[config.mk]
export PLATFORM = sky130hd
export DESIGN_NAME = bomb_scheduler
export DESIGN_NICKNAME = d
export VERILOG_FILES = /design/src/rtl/bomb_pkg.sv /design/src/rtl/bomb_slot.sv /design/src/rtl/bomb_scheduler.sv
export SDC_FILE = /design/constraint.sdc
export NUM_CORES = 1
export LEC_CHECK = 0
export ABC_AREA = 1
export CAP_MARGIN = 20
export CORE_ASPECT_RATIO = 0.6
export CORE_MARGIN = 4
export CORE_UTILIZATION = 29
export CTS_BUF_LIST = sky130_fd_sc_hd__clkbuf_16
export DETAILED_ROUTE_END_ITERATION = 10
export PLACE_DENSITY_LB_ADDON = 0.05
export SETUP_SLACK_MARGIN = 0.4
export SYNTH_ARGS = -nofsm -noshare
export SYNTH_HDL_FRONTEND = slang
export SYNTH_SLANG_ARGS = --single-unit
[constraint.sdc]
create_clock -name clk -period 8.4 [get_ports clk]
set_input_delay 2.52 -clock clk [delete_from_list [all_inputs] [get_ports clk]]
set_output_delay 2.52 -clock clk [all_outputs]
set_load 0.02 [all_outputs]
[src/rtl/bomb_pkg.sv]
// rtl/bomb_pkg.sv - shared types for the bomb slot scheduler
package bomb_pkg;

    localparam int COORD_W = 6;

    typedef enum logic [1:0] {
        S_IDLE      = 2'd0,
        S_ARMED     = 2'd1,
        S_EXPLODING = 2'd2
    } slot_state_t;

    typedef struct packed {
        logic [COORD_W-1:0] x;
        logic [COORD_W-1:0] y;
        logic               color;
        slot_state_t        state;
    } bomb_slot_t;

endpackage

[src/rtl/bomb_slot.sv]
// rtl/bomb_slot.sv - one bomb slot: lifecycle FSM, fuse/blast countdown, report flag
module bomb_slot
    import bomb_pkg::*;
#(
    parameter int FUSE_TICKS  = 8,
    parameter int BLAST_TICKS = 2
) (
    input  logic               clk,
    input  logic               resetn,
    input  logic               alloc_i,
    input  logic               tick_i,
    input  logic               report_ack_i,
    input  logic [COORD_W-1:0] x_i,
    input  logic [COORD_W-1:0] y_i,
    input  logic               color_i,
    output bomb_slot_t         slot_o,
    output logic               report_pending_o
);

    localparam int FUSE_W  = $clog2(FUSE_TICKS + 1);
    localparam int BLAST_W = $clog2(BLAST_TICKS + 1);

    slot_state_t          state_q, state_d;
    logic [FUSE_W-1:0]    fuse_q, fuse_d;
    logic [BLAST_W-1:0]   blast_q, blast_d;
    logic [COORD_W-1:0]   x_q, x_d, y_q, y_d;
    logic                 color_q, color_d;
    logic                 pend_q, pend_d;

    // State and datapath registers; reset drops any live bomb and its undelivered report
    always_ff @(posedge clk or negedge resetn) begin
        if (!resetn) begin
            state_q <= S_IDLE;
            fuse_q  <= '0;
            blast_q <= '0;
            x_q     <= '0;
            y_q     <= '0;
            color_q <= 1'b0;
            pend_q  <= 1'b0;
        end else begin
            state_q <= state_d;
            fuse_q  <= fuse_d;
            blast_q <= blast_d;
            x_q     <= x_d;
            y_q     <= y_d;
            color_q <= color_d;
            pend_q  <= pend_d;
        end
    end

    // Next state: counters stop at 1 and the transition fires instead of wrapping
    always_comb begin
        state_d = state_q;
        fuse_d  = fuse_q;
        blast_d = blast_q;
        x_d     = x_q;
        y_d     = y_q;
        color_d = color_q;
        pend_d  = pend_q;
        if (report_ack_i) begin
            pend_d = 1'b0;
        end
        case (state_q)
            S_IDLE: begin
                // A fresh bomb ignores a coincident tick: full fuse is loaded
                if (alloc_i) begin
                    state_d = S_ARMED;
                    fuse_d  = FUSE_W'(FUSE_TICKS);
                    x_d     = x_i;
                    y_d     = y_i;
                    color_d = color_i;
                end
            end
            S_ARMED: begin
                if (tick_i) begin
                    if (fuse_q == FUSE_W'(1)) begin
                        state_d = S_EXPLODING;
                        blast_d = BLAST_W'(BLAST_TICKS);
                        pend_d  = 1'b1;
                    end else begin
                        fuse_d = fuse_q - FUSE_W'(1);
                    end
                end
            end
            S_EXPLODING: begin
                if (tick_i) begin
                    if (blast_q == BLAST_W'(1)) begin
                        state_d = S_IDLE;
                    end else begin
                        blast_d = blast_q - BLAST_W'(1);
                    end
                end
            end
            default: state_d = S_IDLE;
        endcase
    end

    // Outputs are straight views of the registered slot contents
    always_comb begin
        slot_o           = '{x: x_q, y: y_q, color: color_q, state: state_q};
        report_pending_o = pend_q;
    end

endmodule

[src/rtl/bomb_scheduler.sv]
// rtl/bomb_scheduler.sv - shared bomb pool: drop arbitration, slot allocation, detonation reports
module bomb_scheduler
    import bomb_pkg::*;
#(
    parameter int NUM_SLOTS      = 4,
    parameter int FUSE_TICKS     = 8,
    parameter int BLAST_TICKS    = 2,
    parameter int MAX_PER_PLAYER = 2
) (
    input  logic                 clk,
    input  logic                 resetn,
    input  logic                 tick,
    input  logic                 p0_drop,
    input  logic [COORD_W-1:0]   p0_x,
    input  logic [COORD_W-1:0]   p0_y,
    input  logic                 p1_drop,
    input  logic [COORD_W-1:0]   p1_x,
    input  logic [COORD_W-1:0]   p1_y,
    output logic                 p0_grant,
    output logic                 p0_reject,
    output logic                 p1_grant,
    output logic                 p1_reject,
    output logic                 explode_valid,
    output logic [COORD_W-1:0]   explode_x,
    output logic [COORD_W-1:0]   explode_y,
    output logic                 explode_color,
    output logic [NUM_SLOTS-1:0] slot_busy
);

    localparam int CNT_W = $clog2(NUM_SLOTS + 1);

    bomb_slot_t           slot_info [NUM_SLOTS];
    logic [NUM_SLOTS-1:0] busy, pend, alloc_vec, ack_vec, free_sel;
    logic [COORD_W-1:0]   alloc_x, alloc_y;
    logic                 alloc_color;
    logic [CNT_W-1:0]     cnt0, cnt1;
    logic                 hit0, hit1, free_any;
    logic                 elig0, elig1, win0, win1;
    logic                 rr_q, rr_d;
    logic                 g0_q, g0_d, r0_q, r0_d, g1_q, g1_d, r1_q, r1_d;

    for (genvar i = 0; i < NUM_SLOTS; i++) begin : g_slot
        bomb_slot #(
            .FUSE_TICKS (FUSE_TICKS),
            .BLAST_TICKS(BLAST_TICKS)
        ) u_slot (
            .clk             (clk),
            .resetn          (resetn),
            .alloc_i         (alloc_vec[i]),
            .tick_i          (tick),
            .report_ack_i    (ack_vec[i]),
            .x_i             (alloc_x),
            .y_i             (alloc_y),
            .color_i         (alloc_color),
            .slot_o          (slot_info[i]),
            .report_pending_o(pend[i])
        );
        assign busy[i] = (slot_info[i].state != S_IDLE);
    end

    assign slot_busy = busy;

    // Occupancy scan: live counts per player, cell conflicts, lowest idle slot.
    // A slot freeing this cycle is still EXPLODING, so it counts as live and is not free.
    always_comb begin
        cnt0     = '0;
        cnt1     = '0;
        hit0     = 1'b0;
        hit1     = 1'b0;
        free_any = 1'b0;
        free_sel = '0;
        for (int i = 0; i < NUM_SLOTS; i++) begin
            if (busy[i]) begin
                if (slot_info[i].color) cnt1 = cnt1 + CNT_W'(1);
                else                    cnt0 = cnt0 + CNT_W'(1);
                if (slot_info[i].x == p0_x && slot_info[i].y == p0_y) hit0 = 1'b1;
                if (slot_info[i].x == p1_x && slot_info[i].y == p1_y) hit1 = 1'b1;
            end else if (!free_any) begin
                free_sel[i] = 1'b1;
                free_any    = 1'b1;
            end
        end
    end

    // Arbitration: rr_q names the favoured player; only a real two-way contest moves it
    always_comb begin
        elig0       = p0_drop && free_any && (cnt0 < CNT_W'(MAX_PER_PLAYER)) && !hit0;
        elig1       = p1_drop && free_any && (cnt1 < CNT_W'(MAX_PER_PLAYER)) && !hit1;
        win0        = elig0 && (!elig1 || !rr_q);
        win1        = elig1 && (!elig0 || rr_q);
        rr_d        = (elig0 && elig1) ? !rr_q : rr_q;
        g0_d        = win0;
        r0_d        = p0_drop && !win0;
        g1_d        = win1;
        r1_d        = p1_drop && !win1;
        alloc_vec   = (win0 || win1) ? free_sel : '0;
        alloc_x     = win0 ? p0_x : p1_x;
        alloc_y     = win0 ? p0_y : p1_y;
        alloc_color = win1;
    end

    // Registered grant/reject pulses and the round-robin pointer
    always_ff @(posedge clk or negedge resetn) begin
        if (!resetn) begin
            rr_q <= 1'b0;
            g0_q <= 1'b0;
            r0_q <= 1'b0;
            g1_q <= 1'b0;
            r1_q <= 1'b0;
        end else begin
            rr_q <= rr_d;
            g0_q <= g0_d;
            r0_q <= r0_d;
            g1_q <= g1_d;
            r1_q <= r1_d;
        end
    end

    assign p0_grant  = g0_q;
    assign p0_reject = r0_q;
    assign p1_grant  = g1_q;
    assign p1_reject = r1_q;

    // Report mux: lowest pending slot is presented and acknowledged in the same cycle
    always_comb begin
        explode_valid = 1'b0;
        explode_x     = '0;
        explode_y     = '0;
        explode_color = 1'b0;
        ack_vec       = '0;
        for (int i = 0; i < NUM_SLOTS; i++) begin
            if (pend[i] && !explode_valid) begin
                explode_valid = 1'b1;
                explode_x     = slot_info[i].x;
                explode_y     = slot_info[i].y;
                explode_color = slot_info[i].color;
                ack_vec[i]    = 1'b1;
            end
        end
    end

endmodule

## Word level (Yosys, flattened, before mapping)

Index checks and enable logic that the tools add are counted.

| storage, ports and cells | value |
|---|---|
| bits in registers | 93 |
| output and inout port bits | 22 |
| logic and storage cells | 308 |

| cells by class | value |
|---|---|
| add/subtract/negate cells | 14 |
| magnitude comparators | 2 |
| eq/ne operators | 60 |
| muxes and demuxes | 132 |
| reduce and logical (&&, ||, !) cells | 67 |

Operators with widths:

| kind | count |
|---|---|
| 6-bit equality test | 16 |
| 6-bit 2-to-1 mux | 10 |
| 1-bit 2-to-1 mux | 56 |
| 2-bit 2-to-1 mux | 28 |
| 4-bit 2-to-1 mux | 13 |
| 2-bit != test (second input constant) | 20 |
| 5-bit AND reduction | 8 |
| 3-bit 2-to-1 mux | 13 |
| 4-bit one-hot mux with 2 select lines | 4 |
| 2-bit one-hot mux with 3 select lines | 4 |
| 2-bit nonzero test | 12 |
| 1-bit logical AND | 22 |
| 3-bit by 1-bit adder with 3-bit output (second input constant) | 6 |
| 2-bit by 1-bit equality test with 1-bit output (second input constant) | 8 |
| 4-bit by 1-bit equality test with 1-bit output (second input constant) | 4 |
| 2-bit by 1-bit != test with 1-bit output (second input constant) | 8 |
| 2-bit one-hot mux with 2 select lines | 4 |
| 4-bit AND reduction | 4 |
| 4-bit by 1-bit subtractor with 4-bit output (second input constant) | 4 |
| 1-bit logical NOT | 10 |
| 2-bit equality test (second input constant) | 4 |
| 2-bit logical NOT | 4 |
| 2-bit AND reduction | 4 |
| 2-bit by 1-bit subtractor with 2-bit output (second input constant) | 4 |
| other kinds (2) | 5 |

## Depth between registers and ports, before layout

| depth | value |
|---|---|
| depth after elaboration | 21 |
| depth in mapped cells | 23 |
| mapped depth without buffers | 22 |

## Modules after synthesis

A second synthesis with hierarchy kept.

| second synthesis, totals | value |
|---|---|
| cells, all modules | 1122 |
| area total of the unflattened synthesis | 7255.7 µm² |

By module, submodules not included:

| module | instances | cells an instance | area an instance (µm²) |
|---|---|---|---|
| bomb_scheduler | 1 | 614 | 2941.6 |
| bomb_slot (g_slot[0].u_slot ...) | 2 | 128 | 1094.8 |
| bomb_slot (g_slot[2].u_slot ...) | 2 | 126 | 1062.3 |

## Worst setup path before layout

OpenSTA, ideal clock, no wires.

| timing | value |
|---|---|
| path type | reg-to-output |
| start point | register g_slot[0].u_slot.pend_q |
| end point | output explode_color |
| arrival | 1485 ps |
| slack | 4395 ps |
| stages on the path, launching flop included | 7 |
| path through | dfrtp_1 nor2_1 nand2_1 nor2_1 inv_1 clkbuf_1 o21ai_0 |

| on the way | value |
|---|---|
| word-level cells in the longest chain between the ends | 10 |
| elaborated cells between the ends (all ways) | 13 |
| those cells by class | mux: 7; reduce/logical: 6 |

RTL lines:

| what | line | source |
|---|---|---|
| from (decl) | bomb_slot.sv:28 | `logic pend_q, pend_d;` |
| from (signal assigned) | bomb_slot.sv:47 | `pend_q <= pend_d;` |
| 1-bit 2-to-1 mux | bomb_scheduler.sv:132 | `if (pend[i] && !explode_valid) begin` |
| 1-bit logical NOT | bomb_scheduler.sv:132 |  |
| 1-bit logical AND | bomb_scheduler.sv:132 |  |
| 1-bit 2-to-1 mux | bomb_scheduler.sv:132 |  |
| 1-bit logical NOT | bomb_scheduler.sv:132 |  |
| 1-bit logical AND | bomb_scheduler.sv:132 |  |
| 1-bit 2-to-1 mux | bomb_scheduler.sv:132 |  |
| 1-bit logical NOT | bomb_scheduler.sv:132 |  |
| 1-bit logical AND | bomb_scheduler.sv:132 |  |
| 1-bit 2-to-1 mux (*) | bomb_scheduler.sv:132 |  |
| to (decl) | bomb_scheduler.sv:26 | `output logic explode_color,` |

Mark *: on every way between the ends. The rest lies on a longest branch, timed or not.

## Worst setup path after layout

Ends and elaborated chain as after synthesis.

==> results.toml <==
[timing]
hold_viol = 0
timing.final.crit_share = 0.674
grt_setup_unrepaired = "no"
fin_crit_ns = 5.66
skew_ns = 0.0111
worst_pin_slew_ns = 0.761
setup_ws_ns = 2.74
fmax_mhz = 177
setup_tns_ns = 0
finalHoldWorstSlack_ns = 0.482
slew_headroom = 0.492
drv_slew = 0
setup_violations = 0

[synth]
ys_ff_latch = 93
synth_cells = 1048
synth.net_count = 1095
synthDistinctLibCells = 35
yosysSeqAreaShare = 0.349
ys_warn_count = 0
avgSynthCellArea_um2 = 6.36
synthesis.area_um2 = 6660

[route]
wirelength_um = 24900
via_per_inst = 4.68
routedWlPerCell_um = 17.8
vias = 6565
drc = 0
ant_nets = 0
drt_iter0_markers = 679
dr.pass1.iters = 5

[grt]
grt_pass1_wl_um = 38200
first_global_vias = 6030
antenna_found_initial = 0
grt-ovfl-total = 0
grt_max_degree = 55
grt_usage = 0.198

[final_layout]
areaGrowthSynthToFinish_pct = 16.0
nFillCells = 2421
post-route-util = 0.346
drive_above_1_share = 0.0538
antenna_cells = 0
final_cells = 1404
fin_area_um2 = 7720
final_common_cell = "nand2_1"
most-common-layout-cells = "442 x nand2_1, 119 x inv_1, 107 x nor2_1"
nets = 1139

[clock_tree]
cts_tree = "done"
insertion_delay_ns = 0.36
cts_setup_buffers = 0
htreeDepth = 3
clk_pin_slew_ns = 0.07
cts.sinks = 93
root_buffer = "clkbuf_16"
ctsHoldBuffers = 0
cts_buffer_depth = 2
cts_buffers = 9
cts_resized = 0

[hold_path]
worstHoldPathType = "reg -> reg"

[power]
powerDensity_nw_per_um2 = 399
finalPower_mw = 3.08
ir_worst_vdd_uv = 136
leakagePower_nw = 4.11

[worst_setup_path]
critical_path.top_delay_family = "buffers and inverters"
crit_path_cell_trace = "inv_1 > nand2_1 > o22ai_1 > a21oi_1 > o21ai_0 > clkdlybuf4s50_1"
path_buf_inv = 2
worstSetupEndpointType = "output port"
slowest_delay_ns = 0.68
cp-start-kind = "register"
critPathSlowestCell = "clkdlybuf4s50_1"
path_class = "reg -> out"
worstPathArrival_ns = 3.14
crit_fanout = 14
cp_data_required_time_ns = 5.88

[floorplan]
die_h_um = 125
rows = 42
start_util = 0.298
dieWidth_um = 204
io_pins = 51
die_area_um2 = 25500
core_um2 = 22300

[status]
outcome = "completed"

[placement]
placedCellCount = 1389
dp_slack_ns = 2.67
dp_hpwl_um = 18800
placed_area_um2 = 7440
port-buffer-count = 50
gp_congestion = 0.905

[run]
maxCapViolCount = 0
[report_power, final]
part           internal, mW  switching (mW)  leakage, nW
Sequential            0.655           0.227         1.16
Combinational         0.576            1.20         2.82
Clock                 0.227           0.197        0.134
[sequential cells by signal, indices dropped and copies added, names as in the netlist]
register                        flops
g_slot.u_slot.blast_q               8
g_slot.u_slot.color_q               4
g_slot.u_slot.fuse_q               16
g_slot.u_slot.report_pending_o      4
g_slot.u_slot.state_q               8
g_slot.u_slot.x_q                  24
g_slot.u_slot.y_q                  24
p0_grant                            1
p0_reject                           1
p1_grant                            1
p1_reject                           1
rr_q                                1
[routing by layer]
| layer | vias to the layer above | routed length (um) | track usage | part of all wire |
|---|---|---|---|---|
| met5 | - | 0 | 0 | 0 |
| li1 | 3350 | - | - | - |
| met1 | 2953 | 14200 | 0.344 | 0.57 |
| met2 | 233 | 8630 | 0.235 | 0.35 |
| met4 | 0 | 386 | 0.0488 | 0.015 |
| met3 | 29 | 1770 | 0.0373 | 0.071 |
[worst min-delay path: cells and delay by family (launching register included)]
family / cells / cell delay, ns
and+or+nand+nor: 2 / 0.11
DFF: 1 / 0.34
[Yosys cell counts (all sizes together)]
| cell type | instances | area (um^2) |
|---|---|---|
| a22oi | 2 | 15.0 |
| a21boi | 2 | 15.0 |
| nand4 | 12 | 75.1 |
| nor3 | 2 | 10.0 |
| nand2 | 456 | 1760 |
| nand3 | 99 | 533 |
| a21oi | 14 | 70.1 |
| o31ai | 1 | 7.51 |
| o21a | 2 | 15.0 |
| nor2 | 111 | 437 |
| o211ai | 2 | 15.0 |
| inv | 132 | 495 |
| nand3b | 2 | 15.0 |
| nor4 | 1 | 6.26 |
| dfrtp | 93 | 2330 |
| xnor2 | 23 | 201 |
| clkinv | 1 | 3.75 |
| buf | 12 | 85.1 |
| ha | 18 | 225 |
| clkbuf | 6 | 22.5 |
| xor2 | 3 | 26.3 |
| a221oi | 2 | 17.5 |
| o21ai | 36 | 180 |
| or2 | 7 | 43.8 |
| o22ai | 9 | 56.3 |
[kinds of logic after synthesis]
logic type / after synthesis / synth area share
and+or+nand+nor: 690 / 0.433
AOI/OAI and AO/OA: 70 / 0.0588
adders and majority gates: 18 / 0.0338
DFF: 93 / 0.349
xor gates and xnor gates: 26 / 0.0342
buffers and inverters: 151 / 0.0911
[worst paths after layout]
path | endpoint | start | cells after the start | slack, ns
min reg2reg | g_slot[3].u_slot.report_pending_o | g_slot[3].u_slot.report_pending_o | 2 | 0.48
min | g_slot[3].u_slot.report_pending_o | g_slot[3].u_slot.report_pending_o | 2 | 0.48
max | explode_color | g_slot[0].u_slot.report_pending_o | 6 | 2.74
min in group asynchronous | g_slot[1].u_slot.fuse_q[1] | resetn | 1 | 2.16
max reg2reg | g_slot[3].u_slot.x_q[0] | g_slot[1].u_slot.state_q[1] | 19 | 4.34
max in group asynchronous | g_slot[0].u_slot.y_q[5] | resetn | 2 | 5.04
[area by class of cell]
| class | instances | area [um^2] | area share |
|---|---|---|---|
| Clock buffer | 9 | 225 | 0.0292 |
| Clock inverter | 6 | 56.3 | 0.00729 |
| Inverter | 133 | 499 | 0.0646 |
| Multi-Input combinational cell | 804 | 3730 | 0.482 |
| Sequential cell | 93 | 2330 | 0.301 |
| Tap cell | 308 | 385 | 0.0499 |
| Timing Repair Buffer | 51 | 505 | 0.0654 |
No activity file was read; power rests on OpenSTA's default activity.
